==> config.mk <==
export PLATFORM = sky130hd
export DESIGN_NAME = ysyx_22050058_mul_ctrl_flat
export DESIGN_NICKNAME = d
export VERILOG_FILES = /design/src/rtl/ysyx_22050058_mdu_pkg.sv /design/src/rtl/ysyx_22050058_mul_ctrl_if.sv /design/src/rtl/ysyx_22050058_mul_fix.sv /design/src/rtl/ysyx_22050058_mul_ctrl.sv /design/src/flat_wrapper.sv
export SDC_FILE = /design/constraint.sdc
export NUM_CORES = 1
export LEC_CHECK = 0
export CAP_MARGIN = 30
export CORE_ASPECT_RATIO = 1.75
export CORE_UTILIZATION = 45
export DETAILED_ROUTE_END_ITERATION = 8
export GPL_ROUTABILITY_DRIVEN = 0
export GPL_TIMING_DRIVEN = 1
export PLACE_DENSITY = 0.72
export SETUP_SLACK_MARGIN = 0.4
export SYNTH_ARGS = -nofsm -noshare
export SYNTH_HDL_FRONTEND = slang
export SYNTH_SLANG_ARGS = --single-unit
==> constraint.sdc <==
create_clock -name clk -period 22.4 [get_ports clk]
set_input_delay 4.48 -clock clk [delete_from_list [all_inputs] [get_ports clk]]
set_output_delay 4.48 -clock clk [all_outputs]
set_load 0.01 [all_outputs]
==> src/rtl/ysyx_22050058_mdu_pkg.sv <==
// Shared encodings for the multiply/divide unit: operation codes and
// multiply-control FSM states.
package ysyx_22050058_mdu_pkg;

    localparam int DATA_W = 64;

    typedef enum logic [1:0] {
        MUL_OP_MUL    = 2'b00,
        MUL_OP_MULH   = 2'b01,
        MUL_OP_MULHSU = 2'b10,
        MUL_OP_MULHU  = 2'b11
    } mul_op_e;

    typedef enum logic [2:0] {
        MULCTRL_ST_IDLE  = 3'd0,
        MULCTRL_ST_ISSUE = 3'd1,
        MULCTRL_ST_WAIT  = 3'd2,
        MULCTRL_ST_FIX   = 3'd3,
        MULCTRL_ST_RESP  = 3'd4,
        MULCTRL_ST_DRAIN = 3'd5
    } mulctrl_state_e;

endpackage

==> src/rtl/ysyx_22050058_mul_ctrl_if.sv <==
// Request/response handshake between EXU issue logic (master) and the
// multiply control block (slave).
interface ysyx_22050058_mul_ctrl_if;
    import ysyx_22050058_mdu_pkg::*;

    logic              req_valid;
    logic              req_ready;
    mul_op_e           req_op;
    logic              req_word;
    logic [DATA_W-1:0] req_src1;
    logic [DATA_W-1:0] req_src2;
    logic              resp_valid;
    logic              resp_ready;
    logic [DATA_W-1:0] resp_data;

    modport master (
        output req_valid, req_op, req_word, req_src1, req_src2, resp_ready,
        input  req_ready, resp_valid, resp_data
    );

    modport slave (
        input  req_valid, req_op, req_word, req_src1, req_src2, resp_ready,
        output req_ready, resp_valid, resp_data
    );

endinterface

==> src/rtl/ysyx_22050058_mul_fix.sv <==
// Turns the core's signed x signed 128-bit product into the RV64M result:
// unsigned-operand correction of the high half and MULW sign-extension.
module ysyx_22050058_mul_fix
    import ysyx_22050058_mdu_pkg::*;
(
    input  mul_op_e           op,
    input  logic              word,
    input  logic [DATA_W-1:0] src1,
    input  logic [DATA_W-1:0] src2,
    input  logic [DATA_W-1:0] hi,
    input  logic [DATA_W-1:0] lo,
    output logic [DATA_W-1:0] res
);

    function automatic logic [DATA_W-1:0] sext_word(input logic [31:0] v);
        return {{32{v[31]}}, v};
    endfunction

    logic signed [DATA_W-1:0] hi_s;
    logic signed [DATA_W-1:0] corr_su;
    logic signed [DATA_W-1:0] corr_u;

    // Reinterpreting a negative signed operand as unsigned adds 2^64 * other
    // operand to the product, i.e. the other operand to the high half.
    always_comb begin
        hi_s    = hi;
        corr_su = src2[DATA_W-1] ? src1 : '0;
        corr_u  = src1[DATA_W-1] ? src2 : '0;
        res     = lo;
        if (word) begin
            res = sext_word(lo[31:0]);
        end else begin
            case (op)
                MUL_OP_MUL:    res = lo;
                MUL_OP_MULH:   res = hi_s;
                MUL_OP_MULHSU: res = hi_s + corr_su;
                MUL_OP_MULHU:  res = hi_s + corr_su + corr_u;
                default:       res = lo;
            endcase
        end
    end

endmodule

==> src/rtl/ysyx_22050058_mul_ctrl.sv <==
// RV64M multiply control: issues one request to the Booth/Wallace core,
// corrects the product and returns it over a valid/ready response with flush.
module ysyx_22050058_mul_ctrl
    import ysyx_22050058_mdu_pkg::*;
(
    input  logic                      clk,
    input  logic                      rst,
    input  logic                      flush,
    ysyx_22050058_mul_ctrl_if.slave   bus,
    output logic                      busy_o,
    output logic                      core_valid_o,
    output logic                      core_ready_o,
    output logic [DATA_W-1:0]         core_a_o,
    output logic [DATA_W-1:0]         core_b_o,
    input  logic                      core_valid_i,
    input  logic [DATA_W-1:0]         core_hi_i,
    input  logic [DATA_W-1:0]         core_lo_i
);

    mulctrl_state_e    state_q, state_d;
    mul_op_e           op_p0;
    logic              word_p0;
    logic [DATA_W-1:0] hi_p1, lo_p1;
    logic [DATA_W-1:0] fix_res;
    logic [DATA_W-1:0] resp_data_q;
    logic              resp_valid_q;
    logic              accept;
    logic              capture;
    logic              load_resp;

    assign bus.req_ready  = (state_q == MULCTRL_ST_IDLE) && !flush;
    assign accept         = bus.req_valid && bus.req_ready;
    assign core_valid_o   = (state_q == MULCTRL_ST_ISSUE);
    assign core_ready_o   = core_valid_i &&
                            (state_q == MULCTRL_ST_WAIT || state_q == MULCTRL_ST_DRAIN);
    assign capture        = (state_q == MULCTRL_ST_WAIT) && core_valid_i && !flush;
    assign load_resp      = (state_q == MULCTRL_ST_FIX) && !flush;
    assign busy_o         = (state_q != MULCTRL_ST_IDLE);
    assign bus.resp_valid = resp_valid_q;
    assign bus.resp_data  = resp_data_q;

    always_comb begin
        state_d = state_q;
        case (state_q)
            MULCTRL_ST_IDLE:  if (accept) state_d = MULCTRL_ST_ISSUE;
            MULCTRL_ST_ISSUE: state_d = flush ? MULCTRL_ST_DRAIN : MULCTRL_ST_WAIT;
            MULCTRL_ST_WAIT: begin
                if (flush)             state_d = core_valid_i ? MULCTRL_ST_IDLE : MULCTRL_ST_DRAIN;
                else if (core_valid_i) state_d = MULCTRL_ST_FIX;
            end
            MULCTRL_ST_FIX:   state_d = flush ? MULCTRL_ST_IDLE : MULCTRL_ST_RESP;
            MULCTRL_ST_RESP:  if (flush || bus.resp_ready) state_d = MULCTRL_ST_IDLE;
            MULCTRL_ST_DRAIN: if (core_valid_i) state_d = MULCTRL_ST_IDLE;
            default:          state_d = MULCTRL_ST_IDLE;
        endcase
    end

    always_ff @(posedge clk) begin
        if (rst) begin
            state_q      <= MULCTRL_ST_IDLE;
            resp_valid_q <= 1'b0;
        end else begin
            state_q      <= state_d;
            resp_valid_q <= (state_d == MULCTRL_ST_RESP);
        end
    end

    // Stage p0: operands latched on accept; they feed the core directly and
    // stay put until the next accept.
    always_ff @(posedge clk) begin
        if (rst) begin
            core_a_o <= '0;
            core_b_o <= '0;
        end else if (accept) begin
            core_a_o <= bus.req_src1;
            core_b_o <= bus.req_src2;
        end
    end

    always_ff @(posedge clk) begin
        if (accept) begin
            op_p0   <= bus.req_op;
            word_p0 <= bus.req_word;
        end
    end

    // Stage p1: raw product captured from the core.
    always_ff @(posedge clk) begin
        if (capture) begin
            hi_p1 <= core_hi_i;
            lo_p1 <= core_lo_i;
        end
    end

    ysyx_22050058_mul_fix u_fix (
        .op   (op_p0),
        .word (word_p0),
        .src1 (core_a_o),
        .src2 (core_b_o),
        .hi   (hi_p1),
        .lo   (lo_p1),
        .res  (fix_res)
    );

    // Stage p2: corrected writeback value, held through backpressure.
    always_ff @(posedge clk) begin
        if (rst) begin
            resp_data_q <= '0;
        end else if (load_resp) begin
            resp_data_q <= fix_res;
        end
    end

endmodule

==> src/flat_wrapper.sv <==
// flat-port wrapper written by rule: the top's interface ports become plain ports
module ysyx_22050058_mul_ctrl_flat import ysyx_22050058_mdu_pkg::*;
  (clk, rst, flush, busy_o, core_valid_o, core_ready_o, core_a_o, core_b_o, core_valid_i, core_hi_i, core_lo_i, bus_req_valid, bus_req_op, bus_req_word, bus_req_src1, bus_req_src2, bus_resp_ready, bus_req_ready, bus_resp_valid, bus_resp_data);
  ysyx_22050058_mul_ctrl_if bus_i ();
  input  logic clk;
  input  logic rst;
  input  logic flush;
  output logic busy_o;
  output logic core_valid_o;
  output logic core_ready_o;
  output logic [DATA_W-1:0] core_a_o;
  output logic [DATA_W-1:0] core_b_o;
  input  logic core_valid_i;
  input  logic [DATA_W-1:0] core_hi_i;
  input  logic [DATA_W-1:0] core_lo_i;
  input wire logic [$bits(bus_i.req_valid)-1:0] bus_req_valid;
  input wire logic [$bits(bus_i.req_op)-1:0] bus_req_op;
  input wire logic [$bits(bus_i.req_word)-1:0] bus_req_word;
  input wire logic [$bits(bus_i.req_src1)-1:0] bus_req_src1;
  input wire logic [$bits(bus_i.req_src2)-1:0] bus_req_src2;
  input wire logic [$bits(bus_i.resp_ready)-1:0] bus_resp_ready;
  output wire logic [$bits(bus_i.req_ready)-1:0] bus_req_ready;
  output wire logic [$bits(bus_i.resp_valid)-1:0] bus_resp_valid;
  output wire logic [$bits(bus_i.resp_data)-1:0] bus_resp_data;
  assign bus_i.req_valid = bus_req_valid;
  assign bus_i.req_op = bus_req_op;
  assign bus_i.req_word = bus_req_word;
  assign bus_i.req_src1 = bus_req_src1;
  assign bus_i.req_src2 = bus_req_src2;
  assign bus_i.resp_ready = bus_resp_ready;
  assign bus_req_ready = bus_i.req_ready;
  assign bus_resp_valid = bus_i.resp_valid;
  assign bus_resp_data = bus_i.resp_data;
  ysyx_22050058_mul_ctrl u_core (.clk(clk), .rst(rst), .flush(flush), .bus(bus_i), .busy_o(busy_o), .core_valid_o(core_valid_o), .core_ready_o(core_ready_o), .core_a_o(core_a_o), .core_b_o(core_b_o), .core_valid_i(core_valid_i), .core_hi_i(core_hi_i), .core_lo_i(core_lo_i));
endmodule
# [Word level (Yosys, flattened, before mapping)]
# Cells that the tools add are included.
[totals] ff_bits=327 elab_cells=45
[op_classes] n_eq_ne=9 n_addsub=2 muxes=13 reduce_logical=12
[ops] operator="one-hot mux 64 bit (4 select lines)" count=1
[ops] operator="2-to-1 mux 64 bit" count=3
[ops] operator="adder 64 bit" count=2
[ops] operator="2-to-1 mux 3 bit" count=8
[ops] operator="one-hot mux 3 bit (6 select lines)" count=1
[ops] operator="equality test 3 bit, second input constant" count=3
[ops] operator="equality test 3 x 2 -> 1 bit, second input constant" count=2
[ops] operator="logical AND 1 bit" count=6
[ops] operator="equality test 2 bit, second input constant" count=2
[ops] operator="equality test 3 x 1 -> 1 bit, second input constant" count=1
[ops] operator="logical NOT 3 bit" count=1
[ops] operator="nonzero test 3 bit" count=1
[ops] operator="equality test 2 x 1 -> 1 bit, second input constant" count=1
[ops] operator="logical NOT 2 bit" count=1
[ops] operator="logical OR 1 bit" count=2
[ops] operator="logical NOT 1 bit" count=1

# [Depth between registers and ports, before layout]
# Gate-level depths: netlist (run 1).
[logic_depth] depth_word=6 ltp_mapped=27

# [Modules after synthesis]
# From an unflattened synthesis (run 1), not the netlist that was laid out.
[unflattened] cells_unflattened=2594 hier_area_um2=21177.8
[by_module_without_submodules] mod="ysyx_22050058_mul_ctrl" seq_area_each_um2=7857.5 cells_each=1004 area_per_inst_um2=10850.4 instances=1
[by_module_without_submodules] mod="ysyx_22050058_mul_fix" seq_area_each_um2=0.0 cells_each=1590 area_per_inst_um2=10327.4 instances=1

# [Worst setup path before layout (run 1)]
# Ideal clock, no wire load.
[synth_path] kind="input to register" start="in flush" end="reg u_core.hi_p1[0] (enable)" setup_slack_ns=8.074 t_arrival_ns=13.555 cell_stages=4 required_time_ns=21.628 n_path_buf=1 cell_sequence="clkbuf_1 -> nor2_1 -> nand2_1 -> nor3_1"
[synth_between] elab_chain_cells=2
[synth_rtl] item="from (decl)" line="flat_wrapper.sv:7" source="input logic flush;"
[synth_rtl] item="logical NOT 1 bit" line="ysyx_22050058_mul_ctrl.sv:36" source="assign capture = (state_q == MULCTRL_ST_WAIT) && core_valid_i && !flush;"
[synth_rtl] item="logical AND 1 bit" line="ysyx_22050058_mul_ctrl.sv:36"
[synth_rtl] item="via u_core.capture" line="ysyx_22050058_mul_ctrl.sv:28" source="logic capture;"
[synth_rtl] item="to (signal assigned)" line="ysyx_22050058_mul_ctrl.sv:90" source="hi_p1 <= core_hi_i;"
[synth_rtl] item="to (decl)" line="ysyx_22050058_mul_ctrl.sv:23" source="logic [DATA_W-1:0] hi_p1, lo_p1;"
# The timed path passes the listed nets, and every way through them passes these cells.
# A chain may end at the register's enable or synchronous reset.

# [Worst setup path after layout (run 1)]
[layout_path] start="in flush" end="out bus_req_ready"
[layout_between] elab_chain_cells=2
[layout_rtl] item="logical NOT 1 bit" line="ysyx_22050058_mul_ctrl.sv:31" source="assign bus.req_ready = (state_q == MULCTRL_ST_IDLE) && !flush;"
[layout_rtl] item="logical AND 1 bit" line="ysyx_22050058_mul_ctrl.sv:31"
[layout_rtl] item="to (decl)" line="flat_wrapper.sv:22" source="output wire logic [$bits(bus_i.req_ready)-1:0] bus_req_ready;"
# Every way passes these cells.

==> impl_metrics.toml, run 1 <==
[outcome]
status = "complete, no violations"

[finish]
final_cell_area_mm2 = 0.0269
seqCellArea_mm2 = 0.00786
final_cell_mix = "clkdlybuf4s50_1, nand2_1, a21oi_1, dfxtp_1, nor2_1"
multi_input_area_mm2 = 0.0123
nets = 3247
final_common_cell = "clkdlybuf4s50_1"
fillers = 4137
final_core_util_pct = 58.8
area_growth_syn_to_layout_pct = 29.4
drive_above_1_share_pct = 4.07

[power]
power.internal_mw = 1.07
p_leak_nw = 10.6
p_seq_share_pct = 45.2
p_sw_mw = 0.365
power_mw = 1.44
swShare_pct = 25.4
ir_drop_uv = 70.7
power_density_mw_per_mm2 = 53.3
pwr-share-clk_pct = 41.6
p_comb_share_pct = 13.2

[clocking]
cts_tree = "yes"
clkTransAtPathRegs_ns = 0.06
cts_max_path_buffers = 3
h-tree-depth = 2
cts-resized-gates = 0
hold_buffers = 0
cts_setup_buffers = 0
root_buffer = "clkbuf_16"
clkLatencyLatePin_ns = 0.54
cts_made_buffers = 34
cts_sinks = 327

[critical_path]
reg2reg_depth = 24
r2r_slack_ns = 15.09
path_cells = "clkdlybuf4s50_1, nor2_1, clkdlybuf4s50_1"
path_common_cell = "clkdlybuf4s50_1"
path_max_fanout = 9
cp-startpoint = "flush"
worstSetupEndpoint = "bus_req_ready"
r2r_end = "u_core.bus.resp_data[63]$_SDFFE_PP0P_"
crit_type = "primary input to primary output"
cpMaxStageDelayCell = "clkdlybuf4s50_1"
crit_path_start_kind = "primary input"
critPathCaptureType = "primary output"
required_ns = 17.92
cp_slowest_stage_delay_ns = 0.61
cp_data_arrival_time_ns = 5.99
r2r-start = "u_core.core_b_o[63]$_SDFFE_PP0P_"

[drt]
dr.pass1.iters = 7
vias = 21200
ant_nets = 0
viasPerCell = 6.11
drt-initial-drc-count = 1695
drc = 0
finalWirelength_um = 81200
wire_per_inst_um = 23.5

[timing]
slew_viol_final = 0
setup_viol_count_final = 0
fin_tns_setup_ns = 0
slew_headroom_pct = 35.3
fin_crit_ns = 10.47
fmax_mhz = 95.5
hold_viol = 0
skew_ns = 0.0149
min_period_over_period_pct = 46.7
tightest_slew_ns = 0.971
rsz0062_at_grt = "no"

[floorplan]
io_pins = 462
fp.dieW_um = 165
start_util_pct = 45.5
core_area_mm2 = 0.0458
floorplan.rows = 104
die_y_um = 287
die_area_mm2 = 0.0472

[global_routing]
grt_max_degree = 89
grt_overflow = 0
antenna_found_initial = 7
grt.total_usage_pct = 34.0
grt_pass1_vias = 21400
grt_pass1_wl_um = 121000

[synthesis]
synth-edff-count = 131
synth-simple-area-share_pct = 19.3
synth-async-reset-ratio_pct = 0
avgSynthCellArea_um2 = 8.37
ys_seq_area_share_pct = 37.7
synth_compound_area_share_pct = 23.7
syn-num-nets = 2888
synth_top_family_by_area = "compound AO/OA/AOI/OAI gates"
synth-xor-area-share_pct = 5.07
yosysWarningCount = 0
synth_area_mm2 = 0.0208
yosys.area_share.adder_pct = 8.18
synth_flop_cell = "dfxtp_1"
ys_ff_latch = 327
synth_cells = 2488
synth_area_leaders = "edfxtp_1, dfxtp_1, a21oi_1"
synth_area_leader_cell = "edfxtp_1"
ys_types = 80
synthMuxAreaShare_pct = 2.46
synth_top_area_share_pct = 18.9

[placement]
io_buffers = 461
placed_cell_area_mm2 = 0.0258
dpl.hpwl_um = 60000

[flow_run]
maxCapViolCount = 0

[worst_hold_path]
worstHoldPathType = "register to register"
## how the worst min path moves through the flow
stage                                                     start                                     to  slack (ns)  depth (start not counted)
after detailed placement  u_core.bus.resp_data[21]$_SDFFE_PP0P_  u_core.bus.resp_data[21]$_SDFFE_PP0P_        0.45                          2
after floorplan           u_core.bus.resp_data[21]$_SDFFE_PP0P_  u_core.bus.resp_data[21]$_SDFFE_PP0P_        0.48                          2
after global routing       u_core.bus.resp_data[0]$_SDFFE_PP0P_   u_core.bus.resp_data[0]$_SDFFE_PP0P_        0.48                          2
after CTS                  u_core.bus.resp_data[0]$_SDFFE_PP0P_   u_core.bus.resp_data[0]$_SDFFE_PP0P_        0.46                          2
after global placement     u_core.bus.resp_data[2]$_SDFFE_PP0P_   u_core.bus.resp_data[2]$_SDFFE_PP0P_        0.45                          2
final                      u_core.bus.resp_data[0]$_SDFFE_PP0P_   u_core.bus.resp_data[0]$_SDFFE_PP0P_        0.46                          2
## cell usage after synthesis, drive strengths merged, types with 48 or more instances
| master | number |
|---|---|
| o21ai | 132 |
| xor2 | 48 |
| a21o | 73 |
| nand2 | 394 |
| dfxtp | 196 |
| nor2 | 157 |
| a21oi | 340 |
| clkbuf | 153 |
| edfxtp | 131 |
| and2 | 133 |
| ha | 133 |
| xnor2 | 70 |
## stage by stage
stage	hold WS, ns	cells	worst slack (ns)
global route	0.477	3462	11.85
floorplan	0.476	2488	8.07
global placement	0.448	3390	12.01
finish	0.457	3462	11.93
detailed placement	0.453	3393	11.98
CTS	0.460	3455	11.96
## worst max-delay path, delay by kind of cell
kind                   cells  cell delay (ns)
buffers and inverters      2             1.18
AND/OR/NAND/NOR            1             0.32
## layer usage
metal  routed length, µm  vias up  global-route usage (%)  share of wire [%]
met5                  11        -                       0              0.014
met4                6780        2                    25.3                8.3
met3                5970      360                    4.97                7.4
met2               40600     1210                    60.0                 50
met1               27900     9874                    36.1                 34
li1                    -     9709                       -                  -
## cell families (layout without fill, tap and decap cells)
group / Yosys count / count (layout)
AO/OA/AOI/OAI: 791 / 791
adder cells (fa/ha/maj): 135 / 135
XOR/XNOR: 119 / 119
AND/OR/NAND/NOR: 872 / 872
buffers and inverters: 196 / 581
multiplexers: 48 / 48
flip-flops: 327 / 327
other: 0 / 6
## registers in the layout (all words and copies together), names as in the netlist
signal / count
u_core.word_p0: 1
u_core.core_b_o: 64
u_core.bus.resp_valid: 1
u_core.core_a_o: 64
u_core.state_q: 3
u_core.bus.resp_data: 64
u_core.op_p0: 2
u_core.hi_p1: 64
u_core.lo_p1: 64
## power groups by stage
| stage | clock [mW] | sequential, mW | combinational [mW] |
|---|---|---|---|
| floorplan | 0 | 0.662 | 0.0782 |
| global placement | 0 | 0.661 | 0.183 |
| detailed placement | 0 | 0.662 | 0.186 |
| CTS | 0.606 | 0.649 | 0.188 |
| global route | 0.628 | 0.650 | 0.203 |
| finish | 0.597 | 0.649 | 0.189 |
## final cells by class
| type | instances | share of cell area [%] |
|---|---|---|
| diodes | 6 | 0.0557 |
| clock buffers | 46 | 3.76 |
| clock inverters | 16 | 0.534 |
| inverters | 34 | 0.483 |
| multi-input cells | 1965 | 45.5 |
| flip-flops and latches | 327 | 29.2 |
| well taps | 583 | 2.71 |
| repair buffers | 485 | 17.8 |
Note: power is estimated with default switching activity, not from simulation.
==> run 2: changes to the inputs <==
--- a/config.mk
+++ b/config.mk
@@ -11,7 +11,7 @@
 export DETAILED_ROUTE_END_ITERATION = 8
 export GPL_ROUTABILITY_DRIVEN = 0
 export GPL_TIMING_DRIVEN = 1
-export PLACE_DENSITY = 0.72
+export PLACE_DENSITY = 0.75
 export SETUP_SLACK_MARGIN = 0.4
 export SYNTH_ARGS = -nofsm -noshare
 export SYNTH_HDL_FRONTEND = slang
==> constraint.sdc (replaced) <==
create_clock -name clk -period 8.4 [get_ports clk]
set_input_delay 1.68 -clock clk [delete_from_list [all_inputs] [get_ports clk]]
set_output_delay 1.68 -clock clk [all_outputs]
set_load 0.01 [all_outputs]
==> run 2 against run 1 <==
Net effect:
- die area is the same
- hold slack gained 0.0034 ns
- largest power group unchanged
- non-clock buffer count grew 2
- critical path type is now register to register
- combinational power grew to 2.7 times the previous value
- total power grew to 2.6 times the previous value
- sequential power grew to 2.7 times the previous value
- largest cell class unchanged
- global-route usage grew 0.78 points
- core utilization is essentially flat
- sequential cell count is the same
==> impl_metrics.toml, run 2 (synthesized netlist as in run 1, its figures left out) <==
[outcome]
status = "complete, no violations"

[finish]
area_growth_syn_to_layout_pct = 29.3
final_common_cell = "clkdlybuf4s50_1"
nets = 3245
fillers = 4040
finalNonFillerCells = 3460
final_cell_mix = "clkdlybuf4s50_1, nand2_1, a21oi_1, dfxtp_1, nor2_1"
drive_above_1_share_pct = 4.04

[drt]
drt-initial-drc-count = 1921
met2_length_um = 40400
finalWirelength_um = 83800
drc = 0
wl_met1_um = 28200
ant_nets = 0
top_layer_used = "met4"
dr.pass1.iters = 7
wl_met3_um = 7740
wire_per_inst_um = 24.2
viasPerCell = 6.19
vias = 21400

[power]
ir_drop_uv = 213
p_leak_nw = 10.6
power.internal_mw = 2.81
power_density_mw_per_mm2 = 140
swShare_pct = 25.3
pwr-share-clk_pct = 40.4
p_sw_mw = 0.952
p_seq_share_pct = 46.1
p_comb_share_pct = 13.5

[floorplan]
io_pins = 462
start_util_pct = 45.5
fp.dieW_um = 165
die_area_mm2 = 0.0472
core_area_mm2 = 0.0458
die_y_um = 287
floorplan.rows = 104

[timing]
fmax_mhz = 131
skew_ns = 0.0197
tightest_slew_ns = 1.13
min_period_over_period_pct = 91.0
slew_viol_final = 0
slew_headroom_pct = 24.5
rsz0062_at_grt = "no"
setup_viol_count_final = 0
whs_ns = 0.460
fin_tns_setup_ns = 0
hold_viol = 0
fin_crit_ns = 7.64

[clocking]
cts-resized-gates = 0
clkTransAtPathRegs_ns = 0.07
cts_max_path_buffers = 3
cts_tree = "yes"
root_buffer = "clkbuf_16"
clkLatencyLatePin_ns = 0.62
cts_setup_buffers = 0
h-tree-depth = 1
cts_sinks = 327
cts_made_buffers = 30
hold_buffers = 0

[critical_path]
cp_data_arrival_time_ns = 8.15
required_ns = 8.91
critPathCaptureType = "register"
crit_path_start_kind = "register"
path_max_fanout = 38
crit_type = "register to register"

[global_routing]
grt_max_degree = 72
grt_pass1_wl_um = 123000
antenna_found_initial = 9
grt_overflow = 0
grt_pass1_vias = 21500
grt.total_usage_pct = 34.7

[placement]
dp_cells = 3394
dpl.hpwl_um = 62100
io_buffers = 461

[worst_hold_path]
worstHoldPathType = "register to register"

[flow_run]
maxCapViolCount = 0
-- run 2: changes by cell type in the layout (fill, tap and decap cells not counted), moves of 2 or more --
cell,previous run,this run
clkbuf_8,1,3
clkinv_1,6,2
inv_6,3,1
diode_2,6,8
clkbuf_16,39,35
-- run 2: worst paths after layout --
| check | end | start | cells past startpoint | slack, ns |
|---|---|---|---|---|
| setup / recovery | u_core.bus.resp_data[57]$_SDFFE_PP0P_ | u_core.core_b_o[63]$_SDFFE_PP0P_ | 24 | 0.76 |
| hold / removal | u_core.bus.resp_data[0]$_SDFFE_PP0P_ | u_core.bus.resp_data[0]$_SDFFE_PP0P_ | 2 | 0.46 |
| setup reg to reg | u_core.bus.resp_data[57]$_SDFFE_PP0P_ | u_core.core_b_o[63]$_SDFFE_PP0P_ | 24 | 0.76 |
| hold reg to reg | u_core.bus.resp_data[0]$_SDFFE_PP0P_ | u_core.bus.resp_data[0]$_SDFFE_PP0P_ | 2 | 0.46 |
-- run 2: layout make-up --
class                           instances  area [µm²]  area share [%]
Antenna cell                            8        20.0          0.0743
Clock buffer                           44         940            3.49
Clock inverter                         12         158           0.585
Inverter                               34         130           0.483
Multi-Input combinational cell       1965       12300            45.5
Sequential cell                       327        7860            29.2
Tap cell                              583         729            2.71
Timing Repair Buffer                  487        4840            18.0
-- run 2: per-stage QoR --
| stage | area (µm²) | total power, mW | util [%] | setup WS, ns |
|---|---|---|---|---|
| 3_5_place_dp | 25800 | 2.27 | 56.3 | 1.44 |
| 4_1_cts | 26900 | 3.77 | 58.7 | 1.40 |
| 6_report | 26900 | 3.77 | 58.8 | 0.760 |
| 2_1_floorplan | 20800 | 1.97 | - | 0.800 |
| 5_1_grt | 26900 | 3.87 | 58.8 | 0.521 |
| 3_3_place_gp | 25700 | 2.26 | 56.2 | 1.02 |
-- run 2: power groups by stage --
stage,Clock [mW],Sequential (mW),Combinational (mW)
global route,1.59,1.74,0.541
detailed placement,0,1.77,0.497
finish,1.52,1.74,0.508
global placement,0,1.77,0.484
floorplan,0,1.76,0.209
CTS,1.54,1.73,0.500
-- run 2: layer usage --
| metal | GRT usage [%] | vias up |
|---|---|---|
| met5 | 0.106 | - |
| met4 | 27.2 | 0 |
| met3 | 7.28 | 478 |
| met2 | 59.2 | 1448 |
| met1 | 36.8 | 9787 |
| li1 | - | 9691 |
-- run 2: worst max-delay path, stage by stage, from the launching register on --
cell and delay (ns):
dfxtp_2 0.88, and2_1 0.23, ha_1 0.18, inv_1 0.07
fa_1 0.43, nor2b_1 0.18, o31ai_1 0.10, a211oi_1 0.90
or2_1 0.28, a31oi_1 0.17, o21ai_0 0.30, xor2_1 0.16
ha_1 0.43, and4_1 0.29, nand4_1 0.23, a2111oi_0 0.40
buf_1 0.30, a211oi_1 0.17, o211ai_2 0.29, a22oi_2 0.14
o221a_2 0.32, o31a_1 0.41, o21ai_1 0.24, xnor2_1 0.09
a311oi_1 0.32
==> run 3: changes to the inputs <==
--- a/config.mk
+++ b/config.mk
@@ -8,9 +8,11 @@
 export CAP_MARGIN = 30
 export CORE_ASPECT_RATIO = 1.75
 export CORE_UTILIZATION = 45
+export CTS_BUF_LIST = sky130_fd_sc_hd__clkbuf_8
 export DETAILED_ROUTE_END_ITERATION = 8
 export GPL_ROUTABILITY_DRIVEN = 0
 export GPL_TIMING_DRIVEN = 1
+export HOLD_SLACK_MARGIN = 0.02
 export PLACE_DENSITY = 0.75
 export SETUP_SLACK_MARGIN = 0.4
 export SYNTH_ARGS = -nofsm -noshare
==> run 3 against run 2 <==
Net effect:
- die area unchanged
- clock skew increased by 0.013 ns
- final area barely moved
- sequential share of layout area about the same
- via count grew 0.78%
- setup slack better by 0.098 ns
- wire length rose by 0.36%
- register-to-register slack better by 0.098 ns
- critical path type unchanged
- critical endpoint unchanged
- largest cell class unchanged
- highest routed layer unchanged
==> impl_metrics.toml, run 3 (synthesized netlist as in run 1, its figures left out) <==
[floorplan]
fp.dieW_um = 165
die_area_mm2 = 0.0472
io_pins = 462
core_area_mm2 = 0.0458
start_util_pct = 45.5
floorplan.rows = 104
die_y_um = 287

[clocking]
root_buffer = "clkbuf_8"
cts_tree = "yes"
h-tree-depth = 2
cts_made_buffers = 49
cts_max_path_buffers = 3
clkTransAtPathRegs_ns = 0.07
cts_setup_buffers = 0
clkLatencyLatePin_ns = 0.63
cts-resized-gates = 0
cts_sinks = 327
hold_buffers = 0

[placement]
dp_cells = 3394
dp_slack_ns = 1.44
dpl.hpwl_um = 62100
placed_cell_area_mm2 = 0.0258
io_buffers = 461

[timing]
slew_headroom_pct = 25.8
setup_viol_count_final = 0
tightest_slew_ns = 1.11
slew_viol_final = 0
fin_ws_ns = 0.858
min_period_over_period_pct = 89.8
hold_viol = 0
fin_tns_setup_ns = 0
fin_crit_ns = 7.54
whs_ns = 0.459
skew_ns = 0.0332
rsz0062_at_grt = "no"
fmax_mhz = 133

[critical_path]
r2r-start = "u_core.core_b_o[63]$_SDFFE_PP0P_"
r2r_end = "u_core.bus.resp_data[57]$_SDFFE_PP0P_"
reg2reg_depth = 24
crit_path_start_kind = "register"
r2r_slack_ns = 0.86
critPathCaptureType = "register"
required_ns = 8.92
path_max_fanout = 38
crit_type = "register to register"
cp_data_arrival_time_ns = 8.06

[drt]
finalWirelength_um = 84100
dr.pass1.iters = 6
ant_nets = 0
wire_per_inst_um = 24.1
viasPerCell = 6.17
drc = 0
drt-initial-drc-count = 1903
vias = 21600

[global_routing]
grt_max_degree = 72
grt.total_usage_pct = 35.0
grt_overflow = 0
grt_pass1_wl_um = 124000
antenna_found_initial = 6
grt_pass1_vias = 21700

[finish]
final_core_util_pct = 58.8
final_cell_mix = "clkdlybuf4s50_1, nand2_1, a21oi_1, dfxtp_1, nor2_1"
drive_above_1_share_pct = 4.99
nets = 3264
final_common_cell = "clkdlybuf4s50_1"
final_cell_area_mm2 = 0.0269
finalNonFillerCells = 3494
area_growth_syn_to_layout_pct = 29.2

[worst_hold_path]
hp-start = "u_core.bus.resp_data[4]$_SDFFE_PP0P_"
hold_path_end = "u_core.bus.resp_data[4]$_SDFFE_PP0P_"
worstHoldPathType = "register to register"
whs_path_depth = 2

[power]
power_mw = 3.69
p_leak_nw = 10.6
power_density_mw_per_mm2 = 137
ir_drop_uv = 150

[flow_run]
maxCapViolCount = 0

[outcome]
status = "complete, no violations"
==> run 3: per-layer routing <==
layer  global-route usage, %  routed length, µm  vias to the layer above
li1                        -                  -                     9745
met1                    36.9              28300                     9928
met2                    59.4              40500                     1425
met3                    7.73               7650                      473
met4                    28.1               7680                        0
met5                       0                  0                        -
==> run 3: final cells by class <==
class / count / area [µm²]
clock inverters: 36 / 307
diodes: 6 / 15.0
flip-flops and latches: 327 / 7860
repair buffers: 487 / 4840
multi-input cells: 1965 / 12300
fillers: 4040 / 18900
clock buffers: 56 / 771
inverters: 34 / 130
well taps: 583 / 729
==> run 3: how the worst max path moves through the flow <==
| stage | end | slack [ns] | from |
|---|---|---|---|
| after floorplan | u_core.hi_p1[0]$_DFFE_PP_ | 0.80 | flush |
| after global placement | u_core.bus.resp_data[61]$_SDFFE_PP0P_ | 1.02 | u_core.core_b_o[63]$_SDFFE_PP0P_ |
| after detailed placement | u_core.bus.resp_data[57]$_SDFFE_PP0P_ | 1.44 | u_core.core_b_o[63]$_SDFFE_PP0P_ |
| after CTS | u_core.bus.resp_data[57]$_SDFFE_PP0P_ | 1.44 | u_core.core_b_o[63]$_SDFFE_PP0P_ |
| after global routing | u_core.bus.resp_data[40]$_SDFFE_PP0P_ | 0.50 | u_core.core_b_o[63]$_SDFFE_PP0P_ |
| final | u_core.bus.resp_data[57]$_SDFFE_PP0P_ | 0.86 | u_core.core_b_o[63]$_SDFFE_PP0P_ |
==> run 3: power breakdown <==
group,switching [mW],leakage [nW],internal (mW)
combinational,0.258,7.27,0.251
clock,0.674,0.560,0.772
sequential,0.0461,2.77,1.69
==> run 3: critical path, cell delays in order, from the launching register on <==
cell,delay (ns)
dfxtp_2,0.92
and2_1,0.24
ha_1,0.18
inv_1,0.07
fa_1,0.43
nor2b_1,0.18
o31ai_1,0.10
a211oi_1,0.88
or2_1,0.28
a31oi_1,0.17
o21ai_0,0.30
xor2_1,0.16
ha_1,0.43
and4_1,0.29
nand4_1,0.21
a2111oi_0,0.39
buf_1,0.26
a211oi_1,0.15
o211ai_2,0.29
a22oi_2,0.14
o221a_2,0.32
o31a_1,0.40
o21ai_1,0.23
xnor2_1,0.09
a311oi_1,0.32
